[src/rtl/lbl_collector.sv]
// lbl_collector: gathers K_NUM labels one at a time from a valid/ready stream
// and presents them together as one group on outL. A group closed early by
// in_last is dropped, and err pulses for one cycle. outL stays frozen until
// the downstream consumer takes the group.
module lbl_collector #(
  parameter int LBL_LEN = 10,
  parameter int K_NUM   = 5
) (
  input  logic                         clk,
  input  logic                         rst,
  input  logic                         in_valid,
  output logic                         in_ready,
  input  logic [LBL_LEN-1:0]           in_lbl,
  input  logic                         in_last,
  output logic [LBL_LEN-1:0]           outL [K_NUM-1:0],
  output logic                         out_valid,
  input  logic                         out_ready,
  output logic [$clog2(K_NUM+1)-1:0]   fill_cnt,
  output logic                         err
);

  localparam int CNT_W = $clog2(K_NUM + 1);
  localparam logic [CNT_W-1:0] LAST_IDX = CNT_W'(K_NUM - 1);
  localparam logic [CNT_W-1:0] FULL_CNT = CNT_W'(K_NUM);

  typedef enum logic {ST_FILL, ST_FULL} state_t;

  state_t             state_q, state_d;
  logic [CNT_W-1:0]   fill_cnt_q, fill_cnt_d;
  logic               err_q, err_d;
  logic [LBL_LEN-1:0] lbl_q [K_NUM-1:0];

  logic xfer;       // a label is handed over this cycle
  logic last_slot;  // this transfer would store the K_NUM-th label
  logic short_grp;  // in_last arrived before the group was complete
  logic wr_en;      // the incoming label is kept

  assign xfer      = in_valid && in_ready;
  assign last_slot = (fill_cnt_q == LAST_IDX);
  assign short_grp = xfer && in_last && !last_slot;
  assign wr_en     = xfer && !short_grp;

  // State, count and error pulse registers with synchronous reset.
  // NOTE: sequential state uses non-blocking assignments only, so every
  // register samples the pre-edge values of the others.
  always_ff @(posedge clk) begin
    if (rst) begin
      state_q    <= ST_FILL;
      fill_cnt_q <= '0;
      err_q      <= 1'b0;
    end else begin
      state_q    <= state_d;
      fill_cnt_q <= fill_cnt_d;
      err_q      <= err_d;
    end
  end

  // Next-state logic: FILL counts labels up to K_NUM, FULL waits for release.
  // NOTE: every signal gets a default first, so no path can infer a latch.
  always_comb begin
    state_d    = state_q;
    fill_cnt_d = fill_cnt_q;
    err_d      = 1'b0;
    unique case (state_q)
      ST_FILL: begin
        if (xfer) begin
          if (last_slot) begin
            state_d    = ST_FULL;
            fill_cnt_d = FULL_CNT;
          end else if (in_last) begin
            fill_cnt_d = '0;
            err_d      = 1'b1;
          end else begin
            fill_cnt_d = fill_cnt_q + 1'b1;
          end
        end
      end
      ST_FULL: begin
        if (out_ready) begin
          state_d    = ST_FILL;
          fill_cnt_d = '0;
        end
      end
      default: state_d = ST_FILL;
    endcase
  end

  // Output decode: handshake flags follow the state directly.
  always_comb begin
    in_ready  = (state_q == ST_FILL);
    out_valid = (state_q == ST_FULL);
  end

  // Label storage: the accepted label lands in the slot selected by fill_cnt.
  // NOTE: the label array is reset here because consumers expect all-zero
  // labels after reset; it is not left to power-up contents.
  always_ff @(posedge clk) begin
    if (rst) begin
      for (int i = 0; i < K_NUM; i++) lbl_q[i] <= '0;
    end else begin
      for (int i = 0; i < K_NUM; i++) begin
        if (wr_en && (fill_cnt_q == CNT_W'(i))) lbl_q[i] <= in_lbl;
      end
    end
  end

  assign outL     = lbl_q;
  assign fill_cnt = fill_cnt_q;
  assign err      = err_q;

endmodule

[config.mk]
export PLATFORM = sky130hd
export DESIGN_NAME = lbl_collector
export DESIGN_NICKNAME = d
export VERILOG_FILES = /design/src/rtl/lbl_collector.sv
export SDC_FILE = /design/constraint.sdc
export NUM_CORES = 1
export LEC_CHECK = 0
export CORE_UTILIZATION = 38
export DETAILED_ROUTE_END_ITERATION = 16
export GPL_ROUTABILITY_DRIVEN = 0
export MAX_ROUTING_LAYER = met4
export PLACE_DENSITY_LB_ADDON = 0.08
export SKIP_CTS_REPAIR_TIMING = 1
export SYNTH_ARGS = -nofsm -noshare
export SYNTH_HDL_FRONTEND = slang
export SYNTH_SLANG_ARGS = --single-unit
[constraint.sdc]
create_clock -name clk -period 1.5 [get_ports clk]
set_input_delay 0.225 -clock clk [delete_from_list [all_inputs] [get_ports clk]]
set_output_delay 0.225 -clock clk [all_outputs]
set_load 0.02 [all_outputs]
Word level (Yosys, flattened, before mapping). Cells that the tools add are included.

Flip-flop bits (word level): 55. Output and inout port bits: 56.

$add $sub $neg: 1. Equal/unequal tests: 6. Muxes and demuxes: 10. Bitwise logic cells: 2. Reductions and logical operators: 14.

Operators with widths (count): 2-to-1 mux 3 bit (4); logical AND 1 bit (9); == test 3 x 2 -> 1 bit (second input constant) (2); case mux 3 bit (2 select lines) (1); 2-to-1 mux 1 bit (4); OR reduction 4 bit (1); adder 3 x 1 -> 3 bit (second input constant) (1); == test 3 x 1 -> 1 bit (second input constant) (1); == test 3 bit (second input constant) (1); zero test 3 bit (1); zero test 1 bit (2); != test 2 x 1 -> 1 bit (second input constant) (1); != test 2 bit (second input constant) (1); inverter 1 bit (2); case mux 1 bit (2 select lines) (1); AND reduction 2 bit (1).

Depth between registers and ports, before layout. Gate-level depths: netlist (run 1).

Depth in word-level cells: 7. Depth in mapped cells: 6. Gate-level depth less buffers: 5.

Least setup slack after synthesis (run 1). Ideal clock, no wire load.

Path kind: register to register. Start: reg fill_cnt_q[0], in the netlist fill_cnt[0]. End: reg lbl_q (netlist bit outL[30]). Data arrival time: 1473 ps. Data required time: 1378 ps. Slack: -95 ps. Stages on the path, launching flop included: 7. Path buffers: 1. Path through: dfxtp_1 > inv_1 > ha_1 > a21bo_2 > and3_1 > buf_2 > mux2i_1.

Cells in the longest elaborated chain, start to end: 6. Elaborated cells on any way between the ends: 7.

Ends and longest elaborated chain: from (decl) (line 29) `logic [CNT_W-1:0] fill_cnt_q, fill_cnt_d;`; from (signal assigned) (line 53) `fill_cnt_q <= fill_cnt_d;`; == test 3 bit (line 39) `assign last_slot = (fill_cnt_q == LAST_IDX);`; zero test 1 bit (line 40) `assign short_grp = xfer && in_last && !last_slot;`; logical AND 1 bit (line 40); zero test 1 bit (line 41) `assign wr_en = xfer && !short_grp;`; logical AND 1 bit (line 41); logical AND 1 bit * (line 102) `if (wr_en && (fill_cnt_q == CNT_W'(i))) lbl_q[i] <= in_lbl;`; to (signal, indexed assignment) (line 102); to (decl) (line 31) `logic [LBL_LEN-1:0] lbl_q [K_NUM-1:0];`.

Every way passes the cells marked *; elsewhere a longest branch is shown, timed or not. A chain may end at the register's enable or synchronous reset.

Worst setup path in the final report (run 1).
Start: reg err_q, in the netlist err. End: out err.

RTL lines: from (decl) (line 30) `logic err_q, err_d;`; from (signal assigned) (line 54) `err_q <= err_d;`; to (decl) (line 19) `output logic err`.

No word-level cell between the ends.

==> report_table.html, run 1 <==
<table>
<tr><th>Metric</th><th>Value</th></tr>
<tr><th colspan="2">Layout</th></tr>
<tr><td>Synth-to-layout area growth</td><td>48.8%</td></tr>
<tr><td>Number of antenna repair diodes</td><td>0</td></tr>
<tr><td>Utilization after layout</td><td>0.601</td></tr>
<tr><td>Fraction of final layout cells with drive strength greater than 1</td><td>0.110</td></tr>
<tr><td>Count of nets after finishing</td><td>320</td></tr>
<tr><th colspan="2">Worst setup path</th></tr>
<tr><td>Critical path class</td><td>reg2out</td></tr>
<tr><td>Worst path top cell family by delay</td><td>buffers and inverters</td></tr>
<tr><td>CP cell instances</td><td>clkdlybuf4s50_1</td></tr>
<tr><td>Worst Reg2Reg Path Length in Cells</td><td>5</td></tr>
<tr><td>Largest incremental delay on the critical path</td><td>0.59 ns</td></tr>
<tr><td>Largest fanout on the critical path</td><td>1</td></tr>
<tr><td>Slack of the worst reg-to-reg path</td><td>0.14 ns</td></tr>
<tr><td>Worst setup path startpoint</td><td>err</td></tr>
<tr><td>Arrival @ worst endpoint</td><td>1.21 ns</td></tr>
<tr><td>Critical path depth</td><td>1</td></tr>
<tr><td>Required time of the critical path</td><td>1.27 ns</td></tr>
<tr><td>Endpoint of the lowest-slack register-to-register path</td><td>outL[31]</td></tr>
<tr><td>FF-to-FF Start</td><td>fill_cnt[0]</td></tr>
<tr><td>CP endpoint kind</td><td>output pin</td></tr>
<tr><td>Count of buffering cells on the critical path with inverters included</td><td>1</td></tr>
<tr><td>Setup crit end</td><td>err</td></tr>
<tr><td>Worst Setup Start Kind</td><td>register</td></tr>
<tr><td>Slowest stage cell on the critical path</td><td>sky130_fd_sc_hd__clkdlybuf4s50_1</td></tr>
<tr><th colspan="2">Global routing</th></tr>
<tr><td>Pin count of the biggest net entering global routing</td><td>43</td></tr>
<tr><td>Global router's overall resource usage</td><td>0.174</td></tr>
<tr><td>Via count of the first global-routing pass</td><td>1,716</td></tr>
<tr><td>Wire length of the first global-routing pass</td><td>8170 µm</td></tr>
<tr><td>Initial antenna violation count</td><td>0</td></tr>
<tr><td>Global-route congestion overflow total</td><td>0</td></tr>
<tr><th colspan="2">Logic synthesis</th></tr>
<tr><td>#FFs+latches synth</td><td>55</td></tr>
<tr><td>Cell type with the highest aggregate area in the netlist</td><td>sky130_fd_sc_hd__dfxtp_1</td></tr>
<tr><td>Commonest cells post-synth</td><td>55 x sky130_fd_sc_hd__dfxtp_1, 52 x sky130_fd_sc_hd__nand2b_1, 41 x sky130_fd_sc_hd__mux2i_1</td></tr>
<tr><td>Post-Syn Area per Cell</td><td>10.3 µm²</td></tr>
<tr><td>Warning count from the yosys run</td><td>0</td></tr>
<tr><td>Area contributors post-synth</td><td>sky130_fd_sc_hd__dfxtp_1 48%, sky130_fd_sc_hd__mux2i_1 18%, sky130_fd_sc_hd__nand2b_1 14%, sky130_fd_sc_hd__nand2_1 3.8%, sky130_fd_sc_hd__a21oi_1 2.9%</td></tr>
<tr><td>Cell area after technology mapping</td><td>2280 µm²</td></tr>
<tr><td>Most common flop cell mapped by yosys</td><td>sky130_fd_sc_hd__dfxtp_1</td></tr>
<tr><td>Portion of the post-synthesis area used by sequential elements</td><td>0.483</td></tr>
<tr><td>FFs w/ async S/R, synth</td><td>0</td></tr>
<tr><td>Number of enable flip-flop cells after synthesis</td><td>0</td></tr>
<tr><td>Post-synthesis net count</td><td>241</td></tr>
<tr><td>Synth top area share</td><td>0.483</td></tr>
<tr><td>Netlist cell types</td><td>25</td></tr>
<tr><td>Post-Syn Instances</td><td>221</td></tr>
<tr><td>Cell with the most instances after synthesis</td><td>sky130_fd_sc_hd__dfxtp_1</td></tr>
<tr><th colspan="2">Route</th></tr>
<tr><td>First-iteration detailed-routing DRC count</td><td>64</td></tr>
<tr><td>Detailed-route vias per instance</td><td>4.64</td></tr>
<tr><td>DRC Markers</td><td>0</td></tr>
<tr><td>Antenna-violating nets left</td><td>0</td></tr>
<tr><td>First-pass iteration count of the detailed router</td><td>4</td></tr>
<tr><td>Total vias in the final route</td><td>1,731</td></tr>
<tr><td>Routed wire length per instance</td><td>13.7 µm</td></tr>
<tr><td>Final routed wirelength across all metal layers</td><td>5100 µm</td></tr>
<tr><th colspan="2">Timing</th></tr>
<tr><td>Max-slew violation total from the final report</td><td>0</td></tr>
<tr><td>Final-report hold violation count</td><td>0</td></tr>
<tr><td>Achievable Freq</td><td>695 MHz</td></tr>
<tr><td>Period minus WS final</td><td>1.44 ns</td></tr>
<tr><td>Transition time of the tightest slew-check pin</td><td>0.263 ns</td></tr>
<tr><td>Setup TNS</td><td>0 ns</td></tr>
<tr><td>Unrepaired setup endpoints after global routing</td><td>no</td></tr>
<tr><td>Worst Skew</td><td>0.00832 ns</td></tr>
<tr><td>Slew headroom</td><td>0.819</td></tr>
<tr><td>Share of the clock period used by the worst path</td><td>0.959</td></tr>
<tr><td>Endpoints failing setup</td><td>0</td></tr>
<tr><th colspan="2">CTS</th></tr>
<tr><td>Clock Path Buffers</td><td>2</td></tr>
<tr><td>Clock edge transition at the registers on the reported setup and hold paths</td><td>0.10 ns</td></tr>
<tr><td>Clock latency reported for the late side of the worst-skew pair</td><td>0.31 ns</td></tr>
<tr><td>Cts bufs inserted</td><td>5</td></tr>
<tr><td>Count of H-tree levels built during CTS</td><td>2</td></tr>
<tr><td>Clock tree from TritonCTS</td><td>done</td></tr>
<tr><td>Number of clock sinks</td><td>55</td></tr>
<tr><td>Clock Root Buffer</td><td>sky130_fd_sc_hd__clkbuf_8</td></tr>
<tr><th colspan="2">Power and ir drop</th></tr>
<tr><td>Total chip power</td><td>2.63 mW</td></tr>
<tr><td>Total power divided by cell area</td><td>775 nW/µm²</td></tr>
<tr><td>Cell leakage power</td><td>2.35 nW</td></tr>
<tr><td>Worst VDD drop</td><td>0.000625 V</td></tr>
<tr><th colspan="2">Placed design</th></tr>
<tr><td>IO buf count</td><td>70</td></tr>
<tr><td>Half-perimeter wire length after detailed placement</td><td>3590 µm</td></tr>
<tr><th colspan="2">Worst hold path</th></tr>
<tr><td>Worst min-delay path class</td><td>reg2reg</td></tr>
<tr><th colspan="2">Floorplanning</th></tr>
<tr><td>Initial Util</td><td>0.404</td></tr>
<tr><td>Row count</td><td>27</td></tr>
<tr><td>Floorplan die area</td><td>6310 µm²</td></tr>
<tr><td>Die Height</td><td>79.5 µm</td></tr>
<tr><td>Die W</td><td>79.5 µm</td></tr>
<tr><td>Number of placed I/O pins</td><td>71</td></tr>
<tr><td>Core Region</td><td>5640 µm²</td></tr>
<tr><th colspan="2">Status</th></tr>
<tr><td>Outcome</td><td>finished, final reports clean</td></tr>
<tr><th colspan="2">Job</th></tr>
<tr><td>Max Cap Violations</td><td>0</td></tr>
</table>
-- flip-flops by register name (all words and copies together), names as in the netlist --
| signal | count |
|---|---|
| fill_cnt | 3 |
| err | 1 |
| out_valid | 1 |
| outL | 50 |
-- where the power goes --
part | internal (mW) | total, mW | switching, mW
Combinational | 0.154 | 0.289 | 0.135
Sequential | 1.48 | 1.49 | 0.0115
Clock | 0.336 | 0.845 | 0.509
Total | 1.97 | 2.63 | 0.655
-- through the flow --
stage / hold WS [ns] / instances / area [µm²] / setup slack, ns
after detailed placement: 0.445 / 365 / 3160 / -0.123
after global routing: 0.484 / 373 / 3390 / 0.0108
after floorplan: 0.361 / 221 / 2280 / 0.0207
final: 0.458 / 373 / 3390 / 0.0621
after CTS: 0.462 / 373 / 3250 / -0.324
after global placement: 0.445 / 365 / 3160 / -0.0908
-- layout by cell type (no fill, tap or decap), drive strengths merged --
cell type / netlist / layout
nor3b: 2 / 2
clkinv: 0 / 2
buf: 5 / 14
mux2i: 41 / 41
clkbuf: 7 / 5
nor2: 1 / 1
nand2: 25 / 25
a21oi: 13 / 13
nor4b: 1 / 1
nand4b: 1 / 1
nand2b: 52 / 52
a31oi: 1 / 1
inv: 4 / 5
dfxtp: 55 / 55
nand3: 2 / 2
nor2b: 1 / 1
ha: 5 / 5
a21bo: 1 / 1
clkdlybuf4s50: 0 / 15
and4b: 1 / 1
dlymetal6s2s: 0 / 55
a32oi: 1 / 1
and3: 2 / 2
-- layer usage --
layer / part of all wire / global-route usage / up-vias
li1: - / - / 890
met1: 0.52 / 0.240 / 786
met5: 0 / - / -
met4: 0.012 / 0.0545 / 0
met2: 0.42 / 0.248 / 47
met3: 0.048 / 0.0434 / 8
-- kinds of logic after synthesis --
logic type      after synthesis  share of synthesized area
compound gates               16                     0.0395
fa+ha+maj                     5                     0.0274
buf+inv                      16                     0.0329
flops                        55                      0.483
mux                          41                      0.180
simple gates                 88                      0.237
-- worst min path at each step --
stage          startpoint  endpoint  depth (start not counted)  slack [ns]
6_report         outL[40]  outL[40]                          2        0.46
5_1_grt         in_lbl[6]  outL[46]                          3        0.48
4_1_cts          outL[45]  outL[45]                          2        0.46
3_5_place_dp     outL[45]  outL[45]                          2        0.44
3_3_place_gp     outL[45]  outL[45]                          2        0.45
2_1_floorplan   in_lbl[0]  outL[40]                          2        0.36
-- area by class of cell --
type | count | area, µm²
Tap cell | 72 | 90.1
Inverter | 4 | 15.0
Clock inverter | 3 | 22.5
Multi-Input combinational cell | 150 | 1110
Timing Repair Buffer | 84 | 981
Sequential cell | 55 | 1110
Clock buffer | 5 | 68.8
Fill cell | 494 | 2250
Note: power is estimated with default switching activity, not from simulation.
==> inputs of run 2 (changes only) <==
ABC_AREA = 1   (was not set)
CORE_UTILIZATION = 41   (was 38)
==> report_table.html, run 2 <==
<table>
<tr><th>Metric</th><th>Value</th></tr>
<tr><th colspan="2">Status</th></tr>
<tr><td>Outcome</td><td>finished, final reports clean (unchanged)</td></tr>
<tr><th colspan="2">Logic synthesis</th></tr>
<tr><td>Synth top area share</td><td>0.485 (was 0.483)</td></tr>
<tr><td>Post-Syn Area per Cell</td><td>7.59 µm² (was 10.3 µm²)</td></tr>
<tr><td>Cell type with the highest aggregate area in the netlist</td><td>sky130_fd_sc_hd__dfxtp_1 (unchanged)</td></tr>
<tr><td>Portion of the post-synthesis area used by sequential elements</td><td>0.485 (was 0.483)</td></tr>
<tr><td>Post-synthesis net count</td><td>319 (was 241)</td></tr>
<tr><td>FFs w/ async S/R, synth</td><td>0 (unchanged)</td></tr>
<tr><td>Area contributors post-synth</td><td>sky130_fd_sc_hd__dfxtp_1 49%, sky130_fd_sc_hd__a21oi_1 9.0%, sky130_fd_sc_hd__nor2_1 8.1%, sky130_fd_sc_hd__nand3_1 7.7%, sky130_fd_sc_hd__nand2_1 5.8% (was sky130_fd_sc_hd__dfxtp_1 48%, sky130_fd_sc_hd__mux2i_1 18%, sky130_fd_sc_hd__nand2b_1 14%, sky130_fd_sc_hd__nand2_1 3.8%, sky130_fd_sc_hd__a21oi_1 2.9%)</td></tr>
<tr><td>Warning count from the yosys run</td><td>0 (unchanged)</td></tr>
<tr><td>Commonest cells post-synth</td><td>55 x sky130_fd_sc_hd__dfxtp_1, 49 x sky130_fd_sc_hd__nor2_1, 41 x sky130_fd_sc_hd__a21oi_1 (was 55 x sky130_fd_sc_hd__dfxtp_1, 52 x sky130_fd_sc_hd__nand2b_1, 41 x sky130_fd_sc_hd__mux2i_1)</td></tr>
<tr><td>Netlist cell types</td><td>19 (was 25)</td></tr>
<tr><td>Cell area after technology mapping</td><td>2270 µm² (was 2280 µm²)</td></tr>
<tr><td>Most common flop cell mapped by yosys</td><td>sky130_fd_sc_hd__dfxtp_1 (unchanged)</td></tr>
<tr><td>Number of enable flip-flop cells after synthesis</td><td>0 (unchanged)</td></tr>
<tr><td>Post-Syn Instances</td><td>299 (was 221)</td></tr>
<tr><td>#FFs+latches synth</td><td>55 (unchanged)</td></tr>
<tr><td>Cell with the most instances after synthesis</td><td>sky130_fd_sc_hd__dfxtp_1 (unchanged)</td></tr>
<tr><th colspan="2">Power and ir drop</th></tr>
<tr><td>Total chip power</td><td>2.70 mW (was 2.63 mW)</td></tr>
<tr><td>Worst VDD drop</td><td>0.000452 V (was 0.000625 V)</td></tr>
<tr><td>Cell leakage power</td><td>2.21 nW (was 2.35 nW)</td></tr>
<tr><td>Total power divided by cell area</td><td>759 nW/µm² (was 775 nW/µm²)</td></tr>
<tr><th colspan="2">Floorplanning</th></tr>
<tr><td>Initial Util</td><td>0.436 (was 0.404)</td></tr>
<tr><td>Number of placed I/O pins</td><td>71 (unchanged)</td></tr>
<tr><td>Row count</td><td>26 (was 27)</td></tr>
<tr><td>Die W</td><td>76.4 µm (was 79.5 µm)</td></tr>
<tr><td>Core Region</td><td>5200 µm² (was 5640 µm²)</td></tr>
<tr><td>Die Height</td><td>76.4 µm (was 79.5 µm)</td></tr>
<tr><td>Floorplan die area</td><td>5830 µm² (was 6310 µm²)</td></tr>
<tr><th colspan="2">Global routing</th></tr>
<tr><td>Global router's overall resource usage</td><td>0.209 (was 0.174)</td></tr>
<tr><td>Via count of the first global-routing pass</td><td>1,998 (was 1,716)</td></tr>
<tr><td>Wire length of the first global-routing pass</td><td>9490 µm (was 8170 µm)</td></tr>
<tr><td>Initial antenna violation count</td><td>0 (unchanged)</td></tr>
<tr><td>Pin count of the biggest net entering global routing</td><td>54 (was 43)</td></tr>
<tr><td>Global-route congestion overflow total</td><td>0 (unchanged)</td></tr>
<tr><th colspan="2">Layout</th></tr>
<tr><td>Synth-to-layout area growth</td><td>56.9% (was 48.8%)</td></tr>
<tr><td>Filler cell count</td><td>451 (was 494)</td></tr>
<tr><td>Count of nets after finishing</td><td>405 (was 320)</td></tr>
<tr><td>Number of antenna repair diodes</td><td>0 (unchanged)</td></tr>
<tr><td>Post-route insts no fill</td><td>454 (was 373)</td></tr>
<tr><td>Area of all placed cells without fillers</td><td>3560 µm² (was 3390 µm²)</td></tr>
<tr><td>Commonest cells after routing, fill and taps aside</td><td>53 x sky130_fd_sc_hd__dfxtp_1, 48 x sky130_fd_sc_hd__nor2_1, 45 x sky130_fd_sc_hd__dlymetal6s2s_1 (was 55 x sky130_fd_sc_hd__dlymetal6s2s_1, 52 x sky130_fd_sc_hd__nand2b_1, 51 x sky130_fd_sc_hd__dfxtp_1)</td></tr>
<tr><td>Most frequent standard cell in the layout excluding fill and tap cells</td><td>sky130_fd_sc_hd__dfxtp_1 (was sky130_fd_sc_hd__dlymetal6s2s_1)</td></tr>
<tr><td>Total area of sequential cells</td><td>1110 µm² (about the same)</td></tr>
<tr><td>Area used by multi-input combinational logic</td><td>1020 µm² (was 1110 µm²)</td></tr>
<tr><td>Max FFs per register</td><td>50 (unchanged)</td></tr>
<tr><td>Utilization after layout</td><td>0.684 (was 0.601)</td></tr>
<tr><td>Fraction of final layout cells with drive strength greater than 1</td><td>0.138 (was 0.110)</td></tr>
<tr><th colspan="2">Route</th></tr>
<tr><td>First-iteration detailed-routing DRC count</td><td>128 (was 64)</td></tr>
<tr><td>Final routed wirelength across all metal layers</td><td>6320 µm (was 5100 µm)</td></tr>
<tr><td>DRC Markers</td><td>0 (unchanged)</td></tr>
<tr><td>First-pass iteration count of the detailed router</td><td>4 (unchanged)</td></tr>
<tr><td>Total vias in the final route</td><td>2,226 (was 1,731)</td></tr>
<tr><td>Routed wire length per instance</td><td>13.9 µm (was 13.7 µm)</td></tr>
<tr><td>Detailed-route vias per instance</td><td>4.90 (was 4.64)</td></tr>
<tr><td>Antenna-violating nets left</td><td>0 (unchanged)</td></tr>
<tr><th colspan="2">Timing</th></tr>
<tr><td>Endpoints failing setup</td><td>0 (unchanged)</td></tr>
<tr><td>Worst Skew</td><td>0.00494 ns (was 0.00832 ns)</td></tr>
<tr><td>Slew headroom</td><td>0.763 (was 0.819)</td></tr>
<tr><td>Achievable Freq</td><td>675 MHz (was 695 MHz)</td></tr>
<tr><td>Period minus WS final</td><td>1.48 ns (was 1.44 ns)</td></tr>
<tr><td>Transition time of the tightest slew-check pin</td><td>0.355 ns (was 0.263 ns)</td></tr>
<tr><td>Setup TNS</td><td>0 ns (unchanged)</td></tr>
<tr><td>Final-report hold violation count</td><td>0 (unchanged)</td></tr>
<tr><td>Share of the clock period used by the worst path</td><td>0.988 (was 0.959)</td></tr>
<tr><td>Max-slew violation total from the final report</td><td>0 (unchanged)</td></tr>
<tr><th colspan="2">Worst hold path</th></tr>
<tr><td>Worst hold path stage count</td><td>2 (unchanged)</td></tr>
<tr><td>Worst min-delay path class</td><td>reg2reg (unchanged)</td></tr>
<tr><th colspan="2">Worst setup path</th></tr>
<tr><td>Largest incremental delay on the critical path</td><td>0.61 ns (was 0.59 ns)</td></tr>
<tr><td>Worst Reg2Reg Path Length in Cells</td><td>9 (was 5)</td></tr>
<tr><td>Worst Setup Start Kind</td><td>register (unchanged)</td></tr>
<tr><td>Critical path depth</td><td>1 (unchanged)</td></tr>
<tr><td>Arrival @ worst endpoint</td><td>1.26 ns (was 1.21 ns)</td></tr>
<tr><td>CP cell instances</td><td>clkdlybuf4s50_1 (unchanged)</td></tr>
<tr><td>Worst path top cell family by delay</td><td>buffers and inverters (unchanged)</td></tr>
<tr><td>Critical path class</td><td>reg2out (unchanged)</td></tr>
<tr><td>CP endpoint kind</td><td>output pin (unchanged)</td></tr>
<tr><td>Largest fanout on the critical path</td><td>2 (was 1)</td></tr>
<tr><td>Slowest stage cell on the critical path</td><td>sky130_fd_sc_hd__clkdlybuf4s50_1 (unchanged)</td></tr>
<tr><td>Count of buffering cells on the critical path with inverters included</td><td>1 (unchanged)</td></tr>
<tr><td>Required time of the critical path</td><td>1.27 ns (about the same)</td></tr>
<tr><th colspan="2">CTS</th></tr>
<tr><td>Clock Root Buffer</td><td>sky130_fd_sc_hd__clkbuf_8 (unchanged)</td></tr>
<tr><td>Cts bufs inserted</td><td>5 (unchanged)</td></tr>
<tr><td>Clock tree from TritonCTS</td><td>done (unchanged)</td></tr>
<tr><td>Number of clock sinks</td><td>55 (unchanged)</td></tr>
<tr><td>Count of H-tree levels built during CTS</td><td>2 (unchanged)</td></tr>
<tr><td>Clock Path Buffers</td><td>2 (unchanged)</td></tr>
<tr><td>Clock latency reported for the late side of the worst-skew pair</td><td>0.30 ns (was 0.31 ns)</td></tr>
<tr><td>Clock edge transition at the registers on the reported setup and hold paths</td><td>0.09 ns (was 0.10 ns)</td></tr>
<tr><th colspan="2">Placed design</th></tr>
<tr><td>Placement Cell Area</td><td>3150 µm² (was 3160 µm²)</td></tr>
<tr><td>IO buf count</td><td>70 (unchanged)</td></tr>
<tr><td>Half-perimeter wire length after detailed placement</td><td>3860 µm (was 3590 µm)</td></tr>
<tr><td>Placed cell count</td><td>437 (was 365)</td></tr>
<tr><th colspan="2">Job</th></tr>
<tr><td>Max Cap Violations</td><td>0 (unchanged)</td></tr>
</table>
-- run 2: changes by cell type in the layout (fill, tap and decap cells not counted), sizes merged, moves of 5 or more --
cell	delta
clkbuf	+5
inv	+15
a21oi	+29
nand3	+33
nand2b	-52
nor2	+49
buf	+12
nor3	+10
o21ai	+22
clkdlybuf4s50	+10
dlymetal6s2s	-10
mux2i	-41
nand2	+11
-- run 2: stage by stage --
step | hold slack (ns) | setup WS, ns
floorplan | 0.294 | 0.0250
global placement | 0.461 | -0.0624
detailed placement | 0.469 | -0.0957
CTS | 0.493 | -0.167
global route | 0.516 | -0.0287
finish | 0.479 | 0.0177
-- run 2: cells by family after synthesis --
logic type	after synthesis	synth area share
simple gates	133	0.249
compound gates	64	0.146
flops	55	0.485
buf+inv	42	0.0916
fa+ha+maj	5	0.0276
-- run 2: path summary, 6_finish.rpt --
kind	from	endpoint	slack, ns
setup / recovery	outL[27]	outL[27]	0.02
hold / removal	outL[13]	outL[13]	0.48
setup reg to reg	fill_cnt[1]	outL[22]	0.03
hold reg to reg	outL[13]	outL[13]	0.48
-- run 2: layout make-up --
class / instances / share of cell area
Sequential cell: 55 / 0.311
Tap cell: 70 / 0.0246
Timing Repair Buffer: 100 / 0.336
Multi-Input combinational cell: 202 / 0.285
Clock buffer: 6 / 0.0204
Inverter: 21 / 0.0228
-- run 2: report_power, final --
group,switching (mW),internal [mW],total (mW),leakage [nW]
combinational,0.226,0.206,0.432,1.72
clock,0.450,0.313,0.763,0.0371
sequential,0.0166,1.49,1.51,0.447
total,0.692,2.01,2.70,2.21
-- run 2: layer usage --
layer  vias up  track usage  share of wire
met1       999        0.273           0.45
li1       1150            -              -
met2        65        0.317           0.47
met3        12       0.0479          0.058
met4         0       0.0731          0.018
met5         -            -              0
==> inputs of run 3 (changes only) <==
CORE_ASPECT_RATIO = 0.9   (was not set)
==> report_table.html, run 3 (synthesis gave the netlist of run 2 again) <==
<table>
<tr><th>Metric</th><th>Value</th></tr>
<tr><th colspan="2">Floorplanning</th></tr>
<tr><td>Core Region</td><td>5290 µm² (was 5200 µm²)</td></tr>
<tr><td>Floorplan die area</td><td>5830 µm² (about the same)</td></tr>
<tr><td>Initial Util</td><td>0.429 (was 0.436)</td></tr>
<tr><td>Die Height</td><td>72.6 µm (was 76.4 µm)</td></tr>
<tr><td>Number of placed I/O pins</td><td>71 (unchanged)</td></tr>
<tr><td>Row count</td><td>25 (was 26)</td></tr>
<tr><td>Die W</td><td>80.4 µm (was 76.4 µm)</td></tr>
<tr><th colspan="2">Timing</th></tr>
<tr><td>Slew headroom</td><td>0.782 (was 0.763)</td></tr>
<tr><td>Worst Skew</td><td>0.00948 ns (was 0.00494 ns)</td></tr>
<tr><td>Worst Hold Slack</td><td>0.483 ns (was 0.479 ns)</td></tr>
<tr><td>Transition time of the tightest slew-check pin</td><td>0.326 ns (was 0.355 ns)</td></tr>
<tr><td>Endpoints failing setup</td><td>0 (unchanged)</td></tr>
<tr><td>Period minus WS final</td><td>1.46 ns (was 1.48 ns)</td></tr>
<tr><td>Achievable Freq</td><td>685 MHz (was 675 MHz)</td></tr>
<tr><td>Share of the clock period used by the worst path</td><td>0.973 (was 0.988)</td></tr>
<tr><td>Final-report hold violation count</td><td>0 (unchanged)</td></tr>
<tr><td>Max-slew violation total from the final report</td><td>0 (unchanged)</td></tr>
<tr><th colspan="2">Worst hold path</th></tr>
<tr><td>Hold-critical path endpoint</td><td>outL[38] (was outL[13])</td></tr>
<tr><td>Worst min-delay path class</td><td>reg2reg (unchanged)</td></tr>
<tr><td>Worst hold path stage count</td><td>2 (unchanged)</td></tr>
<tr><td>Hold wc startpoint</td><td>outL[38] (was outL[13])</td></tr>
<tr><th colspan="2">Route</th></tr>
<tr><td>Detailed-route vias per instance</td><td>4.99 (was 4.90)</td></tr>
<tr><td>First-iteration detailed-routing DRC count</td><td>198 (was 128)</td></tr>
<tr><td>Antenna-violating nets left</td><td>0 (unchanged)</td></tr>
<tr><td>DRC Markers</td><td>0 (unchanged)</td></tr>
<tr><td>First-pass iteration count of the detailed router</td><td>4 (unchanged)</td></tr>
<tr><td>Routed wire length per instance</td><td>13.8 µm (was 13.9 µm)</td></tr>
<tr><td>Final routed wirelength across all metal layers</td><td>6190 µm (was 6320 µm)</td></tr>
<tr><td>Total vias in the final route</td><td>2,244 (was 2,226)</td></tr>
<tr><th colspan="2">Power and ir drop</th></tr>
<tr><td>Sequential Power Share</td><td>0.527 (was 0.558)</td></tr>
<tr><td>Total power divided by cell area</td><td>816 nW/µm² (was 759 nW/µm²)</td></tr>
<tr><td>Internal power</td><td>2.17 mW (was 2.01 mW)</td></tr>
<tr><td>Proportion of power drawn by the clock network</td><td>0.330 (was 0.282)</td></tr>
<tr><td>Combinational group share of total power</td><td>0.143 (was 0.160)</td></tr>
<tr><td>Worst VDD drop</td><td>0.000538 V (was 0.000452 V)</td></tr>
<tr><td>Cell leakage power</td><td>2.33 nW (was 2.21 nW)</td></tr>
<tr><td>Sw frac</td><td>0.240 (was 0.256)</td></tr>
<tr><td>Net switching power</td><td>0.688 mW (was 0.692 mW)</td></tr>
<tr><td>Total chip power</td><td>2.86 mW (was 2.70 mW)</td></tr>
<tr><th colspan="2">Global routing</th></tr>
<tr><td>Global router's overall resource usage</td><td>0.217 (was 0.209)</td></tr>
<tr><td>Wire length of the first global-routing pass</td><td>9430 µm (was 9490 µm)</td></tr>
<tr><td>Initial antenna violation count</td><td>0 (unchanged)</td></tr>
<tr><td>Via count of the first global-routing pass</td><td>1,973 (was 1,998)</td></tr>
<tr><td>Pin count of the biggest net entering global routing</td><td>54 (unchanged)</td></tr>
<tr><td>Global-route congestion overflow total</td><td>0 (unchanged)</td></tr>
<tr><th colspan="2">Worst setup path</th></tr>
<tr><td>Worst Reg2Reg Path Length in Cells</td><td>9 (unchanged)</td></tr>
<tr><td>Slack of the worst reg-to-reg path</td><td>0.04 ns (was 0.03 ns)</td></tr>
<tr><td>Endpoint of the lowest-slack register-to-register path</td><td>outL[24] (was outL[22])</td></tr>
<tr><td>FF-to-FF Start</td><td>fill_cnt[0] (was fill_cnt[1])</td></tr>
<tr><td>CP endpoint kind</td><td>register (was output pin)</td></tr>
<tr><td>Arrival @ worst endpoint</td><td>1.65 ns (was 1.26 ns)</td></tr>
<tr><td>Worst Setup Start Kind</td><td>register (unchanged)</td></tr>
<tr><td>Critical path class</td><td>reg2reg (was reg2out)</td></tr>
<tr><td>Largest fanout on the critical path</td><td>10 (was 2)</td></tr>
<tr><td>Required time of the critical path</td><td>1.69 ns (was 1.27 ns)</td></tr>
<tr><th colspan="2">Layout</th></tr>
<tr><td>Post-route insts no fill</td><td>450 (was 454)</td></tr>
<tr><td>Total area of sequential cells</td><td>1100 µm² (was 1110 µm²)</td></tr>
<tr><td>Count of nets after finishing</td><td>403 (was 405)</td></tr>
<tr><td>Synth-to-layout area growth</td><td>54.5% (was 56.9%)</td></tr>
<tr><td>Most frequent standard cell in the layout excluding fill and tap cells</td><td>sky130_fd_sc_hd__dfxtp_1 (unchanged)</td></tr>
<tr><td>Max FFs per register</td><td>50 (unchanged)</td></tr>
<tr><td>Filler cell count</td><td>462 (was 451)</td></tr>
<tr><td>Commonest cells after routing, fill and taps aside</td><td>54 x sky130_fd_sc_hd__dfxtp_1, 53 x sky130_fd_sc_hd__dlymetal6s2s_1, 49 x sky130_fd_sc_hd__nor2_1 (was 53 x sky130_fd_sc_hd__dfxtp_1, 48 x sky130_fd_sc_hd__nor2_1, 45 x sky130_fd_sc_hd__dlymetal6s2s_1)</td></tr>
<tr><td>Number of antenna repair diodes</td><td>0 (unchanged)</td></tr>
<tr><td>Fraction of final layout cells with drive strength greater than 1</td><td>0.110 (was 0.138)</td></tr>
<tr><td>Area used by multi-input combinational logic</td><td>972 µm² (was 1020 µm²)</td></tr>
<tr><th colspan="2">CTS</th></tr>
<tr><td>Clock edge transition at the registers on the reported setup and hold paths</td><td>0.09 ns (about the same)</td></tr>
<tr><td>Clock Path Buffers</td><td>2 (unchanged)</td></tr>
<tr><td>Cts bufs inserted</td><td>5 (unchanged)</td></tr>
<tr><td>Clock Root Buffer</td><td>sky130_fd_sc_hd__clkbuf_8 (unchanged)</td></tr>
<tr><td>Clock latency reported for the late side of the worst-skew pair</td><td>0.30 ns (about the same)</td></tr>
<tr><td>Number of clock sinks</td><td>55 (unchanged)</td></tr>
<tr><td>Count of H-tree levels built during CTS</td><td>2 (unchanged)</td></tr>
<tr><td>Clock tree from TritonCTS</td><td>done (unchanged)</td></tr>
<tr><th colspan="2">Placed design</th></tr>
<tr><td>Half-perimeter wire length after detailed placement</td><td>3990 µm (was 3860 µm)</td></tr>
<tr><td>IO buf count</td><td>70 (unchanged)</td></tr>
<tr><td>Placed cell count</td><td>438 (was 437)</td></tr>
<tr><th colspan="2">Status</th></tr>
<tr><td>Outcome</td><td>finished, final reports clean (unchanged)</td></tr>
<tr><th colspan="2">Job</th></tr>
<tr><td>Max Cap Violations</td><td>0 (unchanged)</td></tr>
</table>
[run 3: cell types whose count changed in the layout (fill, tap and decap cells not counted), sizes merged]
cell,previous run,this run
clkdlybuf4s50,25,17
dlymetal6s2s,45,53
clkbuf,10,8
bufinv,0,1
[run 3: worst max path at each step]
stage | from | end | slack (ns) | cells past startpoint
floorplan | fill_cnt[0] | outL[10] | 0.03 | 8
CTS | fill_cnt[2] | fill_cnt[2] | -0.17 | 1
global placement | in_valid | outL[29] | -0.07 | 7
global route | fill_cnt[0] | outL[22] | -0.02 | 9
finish | fill_cnt[0] | outL[24] | 0.04 | 9
detailed placement | in_valid | outL[22] | -0.09 | 7
[run 3: routing by layer]
layer	vias up	part of all wire	GRT usage
li1	1145	-	-
met1	1015	0.46	0.291
met2	80	0.46	0.328
met3	4	0.069	0.0528
met4	0	0.0095	0.0556
met5	-	0	-
[run 3: area by class of cell]
class	count	area share
Multi-Input combinational cell	202	0.277
Sequential cell	55	0.315
Clock inverter	1	0.00857
Clock buffer	6	0.0207
Tap cell	67	0.0239
Timing Repair Buffer	98	0.332
Inverter	21	0.0225
[run 3: stage by stage]
stage	util	setup WS, ns	instance area, µm²	TNS (ns)
finish	0.663	0.0407	3500	0
global route	0.663	-0.0246	3500	-0.132
CTS	0.619	-0.175	3270	-0.494
detailed placement	0.600	-0.0891	3170	-2.26
global placement	0.600	-0.0730	3170	-1.58
floorplan	-	0.0250	2270	0
[run 3: critical path: stages, from the launching register on]
cell                        delay [ns]
sky130_fd_sc_hd__dfxtp_1          0.33
sky130_fd_sc_hd__inv_2            0.08
sky130_fd_sc_hd__ha_4             0.15
sky130_fd_sc_hd__nand2_2          0.09
sky130_fd_sc_hd__a21oi_4          0.24
sky130_fd_sc_hd__buf_6            0.14
sky130_fd_sc_hd__clkbuf_16        0.14
sky130_fd_sc_hd__nand3_1          0.08
sky130_fd_sc_hd__nand2_1          0.07
sky130_fd_sc_hd__nor2_1           0.04
[run 3: power groups by stage]
stage | registers [mW] | clock network [mW] | logic, mW
finish | 1.51 | 0.943 | 0.410
global route | 1.51 | 1.03 | 0.444
CTS | 1.51 | 0.961 | 0.384
detailed placement | 1.54 | 0 | 0.384
global placement | 1.54 | 0 | 0.382
floorplan | 1.58 | 0 | 0.159
